$ cat src/rtl/mem_access_unit.sv
// Memory access sequencer: req/ready/rvalid handshake to a variable-latency memory,
// store byte enables with lane replication, load lane select with sign/zero extension.
module mem_access_unit #(
    parameter int ADDR_WIDTH = 32
) (
    input  logic                  clk,
    input  logic                  reset,
    input  logic                  start,
    input  logic                  is_fetch,
    input  logic                  is_store,
    input  logic [2:0]            funct3,
    input  logic [ADDR_WIDTH-1:0] addr,
    input  logic [31:0]           wdata,
    output logic [31:0]           rdata,
    output logic                  busy,
    output logic                  done,
    output logic                  fault,
    output logic                  mem_req,
    output logic                  mem_we,
    output logic [ADDR_WIDTH-1:0] mem_addr,
    output logic [3:0]            mem_be,
    output logic [31:0]           mem_wdata,
    input  logic                  mem_ready,
    input  logic                  mem_rvalid,
    input  logic [31:0]           mem_rdata
);

    typedef enum logic [2:0] {
        S_IDLE,
        S_REQ,
        S_WAIT,
        S_DONE,
        S_FAULT
    } state_e;

    state_e                state_q, state_d;
    logic                  store_q, store_d;
    logic                  fetch_q, fetch_d;
    logic [2:0]            f3_q, f3_d;
    logic [1:0]            lane_q, lane_d;
    logic [ADDR_WIDTH-1:0] mem_addr_q, mem_addr_d;
    logic [3:0]            mem_be_q, mem_be_d;
    logic [31:0]           mem_wdata_q, mem_wdata_d;
    logic [31:0]           rdata_q, rdata_d;

    logic        illegal;
    logic [3:0]  store_be;
    logic [31:0] store_wdata;
    logic [7:0]  rd_byte;
    logic [15:0] rd_half;
    logic [31:0] rd_ext;

    // Legality and store lane shaping are judged on the raw request, before latching.
    always_comb begin
        // NOTE: every signal gets a default first so no path can leave it unassigned (no latch).
        illegal     = 1'b0;
        store_be    = 4'b1111;
        store_wdata = wdata;
        if (is_fetch) begin
            illegal = (addr[1:0] != 2'b00);
        end else begin
            case (funct3)
                3'b000, 3'b100: illegal = 1'b0;
                3'b001, 3'b101: illegal = addr[0];
                3'b010:         illegal = (addr[1:0] != 2'b00);
                default:        illegal = 1'b1;
            endcase
        end
        case (funct3[1:0])
            2'b00: begin
                store_be    = 4'b0001 << addr[1:0];
                store_wdata = {4{wdata[7:0]}};
            end
            2'b01: begin
                store_be    = addr[1] ? 4'b1100 : 4'b0011;
                store_wdata = {2{wdata[15:0]}};
            end
            default: begin
                store_be    = 4'b1111;
                store_wdata = wdata;
            end
        endcase
    end

    always_comb begin
        rd_byte = 8'(mem_rdata >> {lane_q, 3'b000});
        rd_half = lane_q[1] ? mem_rdata[31:16] : mem_rdata[15:0];
        rd_ext  = mem_rdata;
        if (!fetch_q) begin
            case (f3_q)
                3'b000:  rd_ext = {{24{rd_byte[7]}}, rd_byte};
                3'b100:  rd_ext = {24'b0, rd_byte};
                3'b001:  rd_ext = {{16{rd_half[15]}}, rd_half};
                3'b101:  rd_ext = {16'b0, rd_half};
                default: rd_ext = mem_rdata;
            endcase
        end
    end

    always_comb begin
        state_d     = state_q;
        store_d     = store_q;
        fetch_d     = fetch_q;
        f3_d        = f3_q;
        lane_d      = lane_q;
        mem_addr_d  = mem_addr_q;
        mem_be_d    = mem_be_q;
        mem_wdata_d = mem_wdata_q;
        rdata_d     = rdata_q;
        case (state_q)
            S_IDLE: begin
                if (start) begin
                    store_d     = is_store & ~is_fetch;
                    fetch_d     = is_fetch;
                    f3_d        = funct3;
                    lane_d      = addr[1:0];
                    mem_addr_d  = {addr[ADDR_WIDTH-1:2], 2'b00};
                    mem_be_d    = (is_store && !is_fetch) ? store_be : 4'b1111;
                    mem_wdata_d = store_wdata;
                    state_d     = illegal ? S_FAULT : S_REQ;
                end
            end
            S_REQ: begin
                if (mem_ready) state_d = store_q ? S_DONE : S_WAIT;
            end
            S_WAIT: begin
                if (mem_rvalid) begin
                    rdata_d = rd_ext;
                    state_d = S_DONE;
                end
            end
            S_DONE, S_FAULT: state_d = S_IDLE;
            default:         state_d = S_IDLE;
        endcase
    end

    always_ff @(posedge clk or negedge reset) begin
        if (!reset) begin
            state_q     <= S_IDLE;
            store_q     <= 1'b0;
            fetch_q     <= 1'b0;
            f3_q        <= 3'b000;
            lane_q      <= 2'b00;
            mem_addr_q  <= '0;
            mem_be_q    <= 4'b0000;
            mem_wdata_q <= 32'b0;
            rdata_q     <= 32'b0;
        end else begin
            // NOTE: non-blocking assignments so every flop samples pre-edge values.
            state_q     <= state_d;
            store_q     <= store_d;
            fetch_q     <= fetch_d;
            f3_q        <= f3_d;
            lane_q      <= lane_d;
            mem_addr_q  <= mem_addr_d;
            mem_be_q    <= mem_be_d;
            mem_wdata_q <= mem_wdata_d;
            rdata_q     <= rdata_d;
        end
    end

    // Handshake outputs decode the state directly, so reset drops them without waiting for a clock.
    assign busy      = (state_q != S_IDLE);
    assign done      = (state_q == S_DONE) || (state_q == S_FAULT);
    assign fault     = (state_q == S_FAULT);
    assign mem_req   = (state_q == S_REQ);
    assign mem_we    = (state_q == S_REQ) && store_q;
    assign mem_addr  = mem_addr_q;
    assign mem_be    = mem_be_q;
    assign mem_wdata = mem_wdata_q;
    assign rdata     = rdata_q;

endmodule

$ cat config.mk
export PLATFORM = sky130hd
export DESIGN_NAME = mem_access_unit
export DESIGN_NICKNAME = d
export VERILOG_FILES = /design/src/rtl/mem_access_unit.sv
export SDC_FILE = /design/constraint.sdc
export NUM_CORES = 1
export LEC_CHECK = 0
export CAP_MARGIN = 20
export CORE_MARGIN = 2
export CORE_UTILIZATION = 58
export DETAILED_ROUTE_END_ITERATION = 8
export DONT_BUFFER_PORTS = 1
export GPL_TIMING_DRIVEN = 0
export PLACE_DENSITY = 0.74
export SLEW_MARGIN = 30
export SYNTH_ARGS = -nofsm -noshare
export SYNTH_HDL_FRONTEND = slang
export SYNTH_SLANG_ARGS = --single-unit
$ cat constraint.sdc
create_clock -name clk -period 3.28 [get_ports clk]
set_input_delay 0.328 -clock clk [delete_from_list [all_inputs] [get_ports clk]]
set_output_delay 0.328 -clock clk [all_outputs]
set_load 0.01 [all_outputs]
==> results.toml <==
[critical_path]
crit_buf_inv = 1
crit_chain = "buf_2, nor3b_1, o21bai_1"
crit_required_ps = 2950
r2r_cells = 5
startpoint_type = "register"
crit_fanout = 10
timing.rr.end = "mem_be[2]"
critPathKind = "reg2out"
cpPeakStageDelay_ps = 510
critPathSlowestCell = "nor3b_1"
arrival_ps = 1700
cp_top_family = "simple AND/OR/NAND/NOR gates"
worstSetupEndpointType = "primary output"
rr_startpoint = "state_q[1]"
reg2reg_slack_ps = 1460

[status]
outcome = "completed"

[clock_tree]
cts_root_buf = "clkbuf_8"
cts.path.max_buffers = 2
clock-sinks = 108
cts_hold_buf = 2
htree_levels = 3
path_clk_slew_ps = 110
post_cts_buffers = 0
cts_tree = "yes"
cts-resized-gates = 0
cts_buffers = 9
clk_latency_ps = 370

[route]
drc_errors = 0
vias = 4256
initialDrtViolationCount = 191
viasPerCell = 6.03
finalWirelength_mm = 13.9
avgRoutedWirePerCell_microns = 19.6
drt-pass1-iter-count = 5
ant_nets = 0

[floorplan]
initial_utilization = 0.603
pin_count = 211
die_area_sq_um = 9890
dieWidth_microns = 99.4
coreArea_sq_um = 8760
die_height_microns = 99.4
num_rows = 34

[yosys]
avgSynthCellArea_sq_um = 9.12
ys_types = 46
synth-main-ff-cell = "dfrtp_1"
yosysTopAreaCell = "dfrtp_1"
async_flop_share = 1.00
synth.top_cell.area_share = 0.512
ys_ff_latch = 108
netlist_area_sq_um = 5280
yosysSeqAreaShare = 0.512
synth_cells = 579
ys_warn_count = 0
synth_edf_count = 0
synthTopCellsByArea = "dfrtp_1, nand2_1, mux2i_1, a21oi_1, o21ai_0"

[placement]
routabilityCongestion = 0.967
dp_slack_ps = 1450
dp.final_hpwl_mm = 10.4
portBuffers = 0

[power_and_ir_drop]
switchingPower_mw = 2.38
power_frac_comb = 0.345
swShare = 0.440
clock_power_share = 0.158
seq_power_share = 0.497
cellInternalPower_mw = 3.03
peakVddDrop_v = 0.000436
leakage_nw = 2.57
power_density_nw_per_um2 = 954

[sta]
finalClockSkew_ps = 20.0
fin_tns_setup_ps = 0
worstMarginPinSlew_ps = 660
slew_violations = 0
hold_viol = 0
fin_ws_ps = 1250
period_minus_slack_ps = 2030
fmax_mhz = 492
rsz0062_at_grt = "no"
relSlewSlack = 0.556
finalSetupViolations = 0
timing.final.crit_share = 0.620

[min_path]
holdPathStages = 2
min_path_type = "in2reg"
min_to = "f3_q[2]"
min-delay-start = "funct3[2]"

[global_routing]
grt_max_degree = 109
grt-ovfl-total = 0
antenna_found_initial = 0
grt_pass1_vias = 4346
track_usage = 0.284
grt_pass1_wl_mm = 22.2

[finish]
seq_area_sq_um = 2700
drive_above_1_share = 0.125
area_growth_pct = 7.25
nFillCells = 756
antenna_cells = 0
fin_nets = 699
multi_input_area_sq_um = 2320

[job]
cap_violations = 0
## final cells by class
type                    count  area share
clock buffers              10      0.0243
clock inverters             6      0.0121
inverters                   5     0.00331
well taps                 108      0.0239
plain buffers              42      0.0437
multi-input cells         425       0.409
flip-flops and latches    108       0.477
repair buffers              2     0.00663
## sequential cells by signal (all words and copies together) (netlist names)
signal,count
f3_q,3
fetch_q,1
lane_q,2
mem_addr,30
mem_be,4
mem_wdata,32
rdata,32
state_q,3
store_q,1
## cells in the mapped netlist (all sizes together) (3+ instances only)
library cell,count
o21ai,63
nor2,40
inv,5
mux2i,27
nand2b,5
o221a,3
nor3,3
a211oi,6
mux2,8
nand2,167
o21bai,5
clkbuf,13
or2,3
a21oi,46
buf,29
dfrtp,108
o211ai,17
or3,11
## power groups by stage
stage | logic [mW] | clock network, mW | registers, mW
detailed placement | 1.84 | 0 | 2.71
floorplan | 1.48 | 0 | 2.55
global route | 2.13 | 0.922 | 2.76
CTS | 1.87 | 0.868 | 2.69
global placement | 1.75 | 0 | 2.70
finish | 1.87 | 0.853 | 2.69
## stage by stage
stage	utilization	total power [mW]	area (sq um)	hold WS [ps]	cells
after global routing	0.646	5.82	5670	39.2	706
after floorplan	-	4.02	5290	32.4	580
after global placement	0.619	4.45	5420	35.7	688
after CTS	0.646	5.43	5670	46.8	706
after detailed placement	0.619	4.55	5420	35.4	688
final	0.646	5.41	5670	57.7	706
## cell usage in the layout (no fill, tap or decap), types with 2 or more instances in the layout
cell	count
buf_4	5
or3_1	11
o21a_1	2
a211oi_1	6
clkbuf_1	13
o21ai_2	10
o221a_2	3
o21bai_1	5
o21ai_1	22
conb_1	2
buf_6	5
inv_1	5
inv_6	2
o21ai_0	31
dfrtp_1	108
buf_2	18
a31oi_1	2
nor2_1	38
nor3_1	2
mux2i_1	27
or2_1	2
clkbuf_8	10
a21oi_1	46
mux2_2	7
nand2b_1	5
nand2_1	167
o211ai_1	17
## kinds of logic after synthesis
logic type,count (synthesis),synth area share
AOI/OAI and AO/OA,153,0.183
DFF,108,0.512
muxes,35,0.0689
other,1,0.000710
and+or+nand+nor,235,0.186
buffers and inverters,47,0.0505
## metal layers
layer	wire, microns	GRT usage	part of all wire
met1	5330	0.355	0.38
met2	6520	0.454	0.47
met3	1550	0.0991	0.11
met4	455	0.118	0.033
met5	0	0	0
## worst max-delay path by stage
| stage | from | end | slack [ps] | cells past startpoint |
|---|---|---|---|---|
| global placement | state_q[0] | mem_addr[30] | 1480 | 7 |
| floorplan | lane_q[1] | rdata[16] | 1730 | 5 |
| global route | state_q[1] | done | 1190 | 3 |
| detailed placement | state_q[0] | mem_addr[25] | 1450 | 7 |
| finish | state_q[1] | done | 1250 | 3 |
| CTS | state_q[1] | done | 1210 | 3 |
No activity file was read; power rests on OpenSTA's default activity.
